==> src/rtl/apb_master_bridge_if.sv <==
// apb_master_bridge_if: command/response stream and APB3 signals of the bridge
interface apb_master_bridge_if #(
  parameter int ADDR_WIDTH = 20,
  parameter int DATA_WIDTH = 16
);
  logic                  cmd_valid;
  logic                  cmd_ready;
  logic                  cmd_write;
  logic [ADDR_WIDTH-1:0] cmd_addr;
  logic [DATA_WIDTH-1:0] cmd_wdata;
  logic                  rsp_valid;
  logic                  rsp_ready;
  logic [DATA_WIDTH-1:0] rsp_rdata;
  logic                  rsp_err;
  logic                  rsp_timeout;
  logic                  PSEL;
  logic                  PENABLE;
  logic                  PWRITE;
  logic [ADDR_WIDTH-1:0] PADDR;
  logic [DATA_WIDTH-1:0] PWDATA;
  logic [DATA_WIDTH-1:0] PRDATA;
  logic                  PREADY;
  logic                  PSLVERR;
  modport master (
    input  cmd_valid, cmd_write, cmd_addr, cmd_wdata, rsp_ready, PRDATA, PREADY, PSLVERR,
    output cmd_ready, rsp_valid, rsp_rdata, rsp_err, rsp_timeout, PSEL, PENABLE, PWRITE, PADDR, PWDATA
  );
  modport slave (
    output cmd_valid, cmd_write, cmd_addr, cmd_wdata, rsp_ready, PRDATA, PREADY, PSLVERR,
    input  cmd_ready, rsp_valid, rsp_rdata, rsp_err, rsp_timeout, PSEL, PENABLE, PWRITE, PADDR, PWDATA
  );
endinterface

==> src/rtl/apb_master_bridge.sv <==
// apb_master_bridge: single-outstanding APB3 initiator with PREADY wait-timeout
module apb_master_bridge #(
  parameter int ADDR_WIDTH     = 20,
  parameter int DATA_WIDTH     = 16,
  parameter int TIMEOUT_CYCLES = 256
) (
  input  logic PCLK,
  input  logic PRESET,
  apb_master_bridge_if.master bus
);
  localparam int CW = TIMEOUT_CYCLES > 0 ? $clog2(TIMEOUT_CYCLES + 1) : 1;
  localparam logic [CW-1:0] LAST = CW'(TIMEOUT_CYCLES > 0 ? TIMEOUT_CYCLES - 1 : 0);
  typedef enum logic [1:0] {IDLE, SETUP, ACCESS, RESP} state_t;
  state_t state, state_nx;
  logic [CW-1:0] cnt, cnt_nx;
  logic expire, accept, finish;
  always_comb begin
    state_nx = state;
    cnt_nx   = cnt;
    expire   = 1'b0;
    accept   = 1'b0;
    finish   = 1'b0;
    case (state)
      IDLE: begin
        accept   = bus.cmd_valid && bus.cmd_ready;
        state_nx = accept ? SETUP : IDLE;
      end
      SETUP: begin
        cnt_nx   = '0;
        state_nx = ACCESS;
      end
      ACCESS: begin
        cnt_nx   = bus.PREADY ? cnt : (cnt == '1 ? cnt : cnt + 1'b1);
        expire   = (TIMEOUT_CYCLES > 0) && !bus.PREADY && (cnt == LAST);
        finish   = bus.PREADY || expire;
        state_nx = finish ? RESP : ACCESS;
      end
      default: state_nx = bus.rsp_ready ? IDLE : RESP;
    endcase
  end
  // outputs are registered from the next state so they change with the state itself
  always_ff @(posedge PCLK or posedge PRESET) begin
    if (PRESET) begin
      state           <= IDLE;
      cnt             <= '0;
      bus.cmd_ready   <= 1'b0;
      bus.PSEL        <= 1'b0;
      bus.PENABLE     <= 1'b0;
      bus.PWRITE      <= 1'b0;
      bus.PADDR       <= {ADDR_WIDTH{1'b0}};
      bus.PWDATA      <= {DATA_WIDTH{1'b0}};
      bus.rsp_valid   <= 1'b0;
      bus.rsp_rdata   <= {DATA_WIDTH{1'b0}};
      bus.rsp_err     <= 1'b0;
      bus.rsp_timeout <= 1'b0;
    end else begin
      state         <= state_nx;
      cnt           <= cnt_nx;
      bus.cmd_ready <= state_nx == IDLE;
      bus.PSEL      <= state_nx == SETUP || state_nx == ACCESS;
      bus.PENABLE   <= state_nx == ACCESS;
      bus.rsp_valid <= state_nx == RESP;
      if (accept) begin
        bus.PWRITE <= bus.cmd_write;
        bus.PADDR  <= bus.cmd_addr;
        bus.PWDATA <= bus.cmd_wdata;
      end
      if (finish) begin
        bus.rsp_rdata   <= (bus.PREADY && !bus.PWRITE) ? bus.PRDATA : {DATA_WIDTH{1'b0}};
        bus.rsp_err     <= bus.PREADY ? bus.PSLVERR : 1'b1;
        bus.rsp_timeout <= !bus.PREADY;
      end
    end
  end
endmodule
==> src/flat_wrapper.sv <==
// flat-port wrapper written by rule: the top's interface ports become plain ports
module apb_master_bridge_flat 
#(
  parameter int ADDR_WIDTH     = 20,
  parameter int DATA_WIDTH     = 16,
  parameter int TIMEOUT_CYCLES = 256
)
  (PCLK, PRESET, bus_cmd_valid, bus_cmd_write, bus_cmd_addr, bus_cmd_wdata, bus_rsp_ready, bus_PRDATA, bus_PREADY, bus_PSLVERR, bus_cmd_ready, bus_rsp_valid, bus_rsp_rdata, bus_rsp_err, bus_rsp_timeout, bus_PSEL, bus_PENABLE, bus_PWRITE, bus_PADDR, bus_PWDATA);
  apb_master_bridge_if #(.ADDR_WIDTH(ADDR_WIDTH), .DATA_WIDTH(DATA_WIDTH)) bus_i ();
  input  logic PCLK;
  input  logic PRESET;
  input wire logic [$bits(bus_i.cmd_valid)-1:0] bus_cmd_valid;
  input wire logic [$bits(bus_i.cmd_write)-1:0] bus_cmd_write;
  input wire logic [$bits(bus_i.cmd_addr)-1:0] bus_cmd_addr;
  input wire logic [$bits(bus_i.cmd_wdata)-1:0] bus_cmd_wdata;
  input wire logic [$bits(bus_i.rsp_ready)-1:0] bus_rsp_ready;
  input wire logic [$bits(bus_i.PRDATA)-1:0] bus_PRDATA;
  input wire logic [$bits(bus_i.PREADY)-1:0] bus_PREADY;
  input wire logic [$bits(bus_i.PSLVERR)-1:0] bus_PSLVERR;
  output wire logic [$bits(bus_i.cmd_ready)-1:0] bus_cmd_ready;
  output wire logic [$bits(bus_i.rsp_valid)-1:0] bus_rsp_valid;
  output wire logic [$bits(bus_i.rsp_rdata)-1:0] bus_rsp_rdata;
  output wire logic [$bits(bus_i.rsp_err)-1:0] bus_rsp_err;
  output wire logic [$bits(bus_i.rsp_timeout)-1:0] bus_rsp_timeout;
  output wire logic [$bits(bus_i.PSEL)-1:0] bus_PSEL;
  output wire logic [$bits(bus_i.PENABLE)-1:0] bus_PENABLE;
  output wire logic [$bits(bus_i.PWRITE)-1:0] bus_PWRITE;
  output wire logic [$bits(bus_i.PADDR)-1:0] bus_PADDR;
  output wire logic [$bits(bus_i.PWDATA)-1:0] bus_PWDATA;
  assign bus_i.cmd_valid = bus_cmd_valid;
  assign bus_i.cmd_write = bus_cmd_write;
  assign bus_i.cmd_addr = bus_cmd_addr;
  assign bus_i.cmd_wdata = bus_cmd_wdata;
  assign bus_i.rsp_ready = bus_rsp_ready;
  assign bus_i.PRDATA = bus_PRDATA;
  assign bus_i.PREADY = bus_PREADY;
  assign bus_i.PSLVERR = bus_PSLVERR;
  assign bus_cmd_ready = bus_i.cmd_ready;
  assign bus_rsp_valid = bus_i.rsp_valid;
  assign bus_rsp_rdata = bus_i.rsp_rdata;
  assign bus_rsp_err = bus_i.rsp_err;
  assign bus_rsp_timeout = bus_i.rsp_timeout;
  assign bus_PSEL = bus_i.PSEL;
  assign bus_PENABLE = bus_i.PENABLE;
  assign bus_PWRITE = bus_i.PWRITE;
  assign bus_PADDR = bus_i.PADDR;
  assign bus_PWDATA = bus_i.PWDATA;
  apb_master_bridge #(.ADDR_WIDTH(ADDR_WIDTH), .DATA_WIDTH(DATA_WIDTH), .TIMEOUT_CYCLES(TIMEOUT_CYCLES)) u_core (.PCLK(PCLK), .PRESET(PRESET), .bus(bus_i));
endmodule
==> config.mk <==
export PLATFORM = sky130hd
export DESIGN_NAME = apb_master_bridge_flat
export DESIGN_NICKNAME = d
export VERILOG_FILES = /design/src/rtl/apb_master_bridge_if.sv /design/src/rtl/apb_master_bridge.sv /design/src/flat_wrapper.sv
export SDC_FILE = /design/constraint.sdc
export NUM_CORES = 1
export LEC_CHECK = 0
export BUFFER_PORTS_ARGS = -buffer_cell sky130_fd_sc_hd__buf_2
export CAP_MARGIN = 15
export CORE_MARGIN = 2
export CORE_UTILIZATION = 42
export DETAILED_ROUTE_END_ITERATION = 6
export PLACE_DENSITY = 0.68
export SLEW_MARGIN = 20
export SYNTH_ARGS = -nofsm -noshare
export SYNTH_HDL_FRONTEND = slang
export SYNTH_SLANG_ARGS = --single-unit
==> constraint.sdc <==
create_clock -name PCLK -period 2.8 [get_ports PCLK]
set_clock_uncertainty 0.1 [all_clocks]
set_input_delay 0.56 -clock PCLK [delete_from_list [all_inputs] [get_ports PCLK]]
set_output_delay 0.56 -clock PCLK [all_outputs]
set_load 0.03 [all_outputs]
Word level (Yosys, flattened, before mapping) --
Cells that the tools add are included.
Storage, ports and cells: register bits after elaboration 70, latch bits 0, memory bits (writable) 0, bits in read-only memories 0, bits of input ports 59, output and inout bits 59, logic and storage cells 44, memories 0
Operators by class: $add $sub $neg 1, multipliers 0, div/mod/pow operators 0, $lt $le $gt $ge 0, equal/unequal tests 9, shift operators 0, muxes and demuxes 11, bitwise operators 0, reduce and logical (&&, ||, !) cells 11
Operators by type and width (count):
- 9-bit two-way mux | 2
- 9-bit case mux with 2 select lines | 1
- 16-bit two-way mux | 1
- 9-bit by 1-bit adder with 9-bit output, second input constant | 1
- 9-bit by 8-bit equality test with 1-bit output, second input constant | 1
- 9-bit equality test, second input constant | 1
- 2-bit equality test, second input constant | 3
- 2-bit case mux with 3 select lines | 1
- 1-bit two-way mux | 5
- 2-bit by 1-bit equality test with 1-bit output, second input constant | 2
- 2-bit logical NOT | 2
- 2-bit != test, second input constant | 2
- 1-bit logical AND | 3
- 3-bit AND reduction | 1
- 1-bit logical NOT | 2
- 1-bit logical OR | 2
- 2-bit two-way mux | 1
- 2-bit nonzero test | 1

Logic depth before layout (Yosys ltp) --
word-level depth 7, gate-level depth with buffers 8, gate-level depth less buffers 8

Least setup slack after synthesis --
Ideal clock, no wire load.
path type flip-flop to flip-flop, start register u_core.cnt[0], end register u_core.cnt[5], library setup time 0.078 ns, data arrival time 2.076 ns, required time 2.622 ns, setup slack 0.546 ns, cell stages (with the launch flop) 9, path buffers 1, clock period less this slack 2.254 ns, cells stage by stage dfrtp_1 -> ha_1 -> nand3_1 -> nor2_1 -> ha_1 -> or3b_1 -> clkbuf_2 -> or4_1 -> a21boi_1
On the way: cells in the longest elaborated chain, start to end 4, elaborated cells between the ends (all ways) 7, those cells by class add/sub (1); eq/ne (2); mux (3); reduce/logical (1)
Ends and longest elaborated chain:
- start, declared | RTL line apb_master_bridge.sv:15 | logic [CW-1:0] cnt, cnt_nx;
- start signal, assigned | RTL line apb_master_bridge.sv:58 | cnt <= cnt_nx;
- 9-bit by 1-bit adder with 9-bit output | RTL line apb_master_bridge.sv:33 | cnt_nx = bus.PREADY ? cnt : (cnt == '1 ? cnt : cnt + 1'b1);
- 9-bit two-way mux (2 in series) | RTL line apb_master_bridge.sv:33
- 9-bit case mux with 2 select lines | RTL line apb_master_bridge.sv:23 | case (state)
Parallel ways exist; a longest one is shown, timed or not. The select of a mux whose other input is x is not followed. A chain may end at the register's enable or synchronous reset.

Worst setup path in the final report --
Same ends and word-level chain as after synthesis.

==> run metrics <==
setup violators final=0; fin crit share=0.848; Ys Warns=0; Worst Path Arrival=2530 ps; Worst Path Max Fanout=8; worst setup path class=reg2reg; Initial Util=0.430; count of pins over their slew limit=0; Worst Setup SP=u_core.cnt[0]; gpl congestion=0.715; combinational power share=0.457; clock sink count=70; Max Cap Viol=0; endpoint class of the critical path=flip-flop; Avg WL per Cell=between 10 and 15 microns; worst reg2reg path depth=7; worst r2r src=u_core.cnt[0]; TritonCTS Buffers=9; Post-synth EDFFs=0; first drt pass iteration count=4; fraction of power spent switching nets=0.433; RR Endpoint=u_core.cnt[5]; startpoint types=flip-flop; die height=87.0 microns; Final Instance Area=0.00379 sq mm; placed inst area=0.00357 sq mm; number of register bits inferred by synthesis=70; commonest cells after routing, fill and taps aside=buf_2, dfrtp_1, nand2_1; clock slew at reported path FFs=approximately 80 ps; cell internal pwr=0.00272 W; first-pass GRT wire length=9650 microns; largest net degree at the start of global routing=71; Avg Inst Size Synth=12.4 sq um; Post-CTS Resized=0; worst slew pin tran=473 ps; detailed-route DRC error count=0; NetSw=0.00208 W; nets=between 400 and 500; vias in the first global route=2109; outcome=complete, no violations; DR vias=2104; Clk Latency, worst-skew pair=330 ps; total negative slack=0 ps; share of cells above drive strength 1=0.499; Detailed Place HPWL=4320 microns; H-tree lvl count=3; largest area contributor in the netlist=dfrtp_1; Starting DRT DRC Count=97; Seq pwr share=0.355; total routed wirelength=6030 microns; Post-synth top flop=dfrtp_1; area grow syn2layout=31.1%; Final Hold Viols=0; Netlist Area Pre-Place=0.00289 sq mm; data required time of the critical path=2960 ps; boundary pin count=118; GRT Total Usage=0.165; row cnt=30; PD cells=1270 mW/mm^2; most common cell after layout, fill and taps aside=buf_2; grt total ovfl=0; Finished Core Util=0.564; synthesized net count=about 300; RSZ-0062 raised after global routing=no; Core ar.=~0.0067 sq mm; CTS hold repair buffers=0; IO Port Bufs=between 100 and 150; CTS tree=built; DR vias/cell=4.79; top-area cell type share of the netlist area=0.606; final setup margin=426 ps; # fillers=599; initial antenna violation count=0; Synth async-reset ratio=1.00; min-delay worst type=in2async; Syn Inst Count=234; maximum clock rate=about 0.42 GHz; Max-Slew Margin vs Limit=0.684; Max Root-Sink Buffers=2; VDD IR-drop max=607 uV; synth unique cells=33; Setup Fix Bufs, Post-CTS=0; Seq/Total Area, Yosys=0.606; Clk pwr share=0.188; r2r setup slk=430 ps; Antenna diodes=0; Layout Cells excl Fill=439; placed cells=423; Lkg Pwr=1.94 nW; antenna-violating nets left=0; CTS Root Cell=clkbuf_8; die area=0.00756 sq mm; Area contributors post-synth=dfrtp_1, mux2_2, nand2_1; post-place setup slack=419 ps; clock period minus worst slack=2370 ps; Die Width=~87 microns
-- synthesized netlist by cell type (2+ instances only) --
cell type,count
nand4_1,2
nand3_1,4
nand2_1,39
nor2b_1,2
mux2i_1,2
inv_1,6
ha_1,10
buf_1,2
or4_1,2
o21ai_0,24
nor2_1,2
dfrtp_1,70
a21oi_1,2
clkbuf_1,7
a21boi_1,2
o21a_1,2
mux2_2,38
o31ai_1,3
-- state kept, by name, indices dropped and copies added, names as in the netlist --
name	count
u_core.bus.PENABLE	1
u_core.bus.PWRITE	1
u_core.bus.rsp_rdata	16
u_core.bus.PSEL	1
u_core.cnt	9
u_core.bus.PWDATA	16
u_core.state	2
u_core.bus.rsp_timeout	1
u_core.bus.PADDR	20
u_core.bus.rsp_valid	1
u_core.bus.cmd_ready	1
u_core.bus.rsp_err	1
-- metal layers --
layer  GRT usage  part of all wire  up-vias
met2       0.270              0.50       63
met1       0.210              0.43      991
met4      0.0682             0.012        0
met3      0.0379             0.054        6
met5           0                 0        -
li1            -                 -     1044
-- how the worst max path moves through the flow --
stage / endpoint / slack, ps / cells after the start
after global placement: u_core.cnt[5] / 490 / 7
after floorplan: u_core.bus.PADDR[0] / 370 / 1
after CTS: u_core.cnt[5] / 410 / 7
final: u_core.cnt[5] / 430 / 7
after detailed placement: u_core.cnt[5] / 420 / 7
after global routing: u_core.cnt[5] / 310 / 7
-- final cells by class --
| type | instances | area, sq um | share of cell area |
|---|---|---|---|
| sequential | 70 | 1750 | 0.462 |
| multi-input combinational | 146 | 1070 | 0.282 |
| timing repair buffer | 121 | 628 | 0.166 |
| clock buffer | 9 | 124 | 0.0327 |
| tap | 80 | 100 | 0.0264 |
| clock inverter | 7 | 96.3 | 0.0254 |
| inverter | 6 | 22.5 | 0.00594 |
-- critical path, cell delays in order, from the launching register on --
cell and delay, ps:
dfrtp_1 410, ha_1 260, nand3_1 100, nor2_1 60, ha_1 240, or3b_1 470, or4_1 530, a21boi_1 140
-- power groups by stage --
stage	registers [W]	clock network (W)	logic (W)
CTS	0.00171	0.000932	0.00223
global route	0.00176	0.000978	0.00237
global placement	0.00170	0	0.00219
floorplan	0.00258	0	0.000697
detailed placement	0.00173	0	0.00223
finish	0.00170	0.000905	0.00219
-- metrics by stage --
| step | hold slack, ps | power, W |
|---|---|---|
| 2_1_floorplan | 348 | 0.00328 |
| 3_3_place_gp | 359 | 0.00389 |
| 3_5_place_dp | 365 | 0.00395 |
| 4_1_cts | 203 | 0.00487 |
| 5_1_grt | 213 | 0.00511 |
| 6_report | 205 | 0.00480 |
-- cell families (layout without fill, tap and decap cells) --
group / Yosys count / count (layout) / synth area share
buffers and inverters: 18 / 143 / 0.0277
muxes: 40 / 40 / 0.155
AOI/OAI and AO/OA: 39 / 39 / 0.0792
DFF: 70 / 70 / 0.606
and+or+nand+nor: 57 / 57 / 0.0887
adders and majority gates: 10 / 10 / 0.0433
No activity file was read; power rests on OpenSTA's default activity.
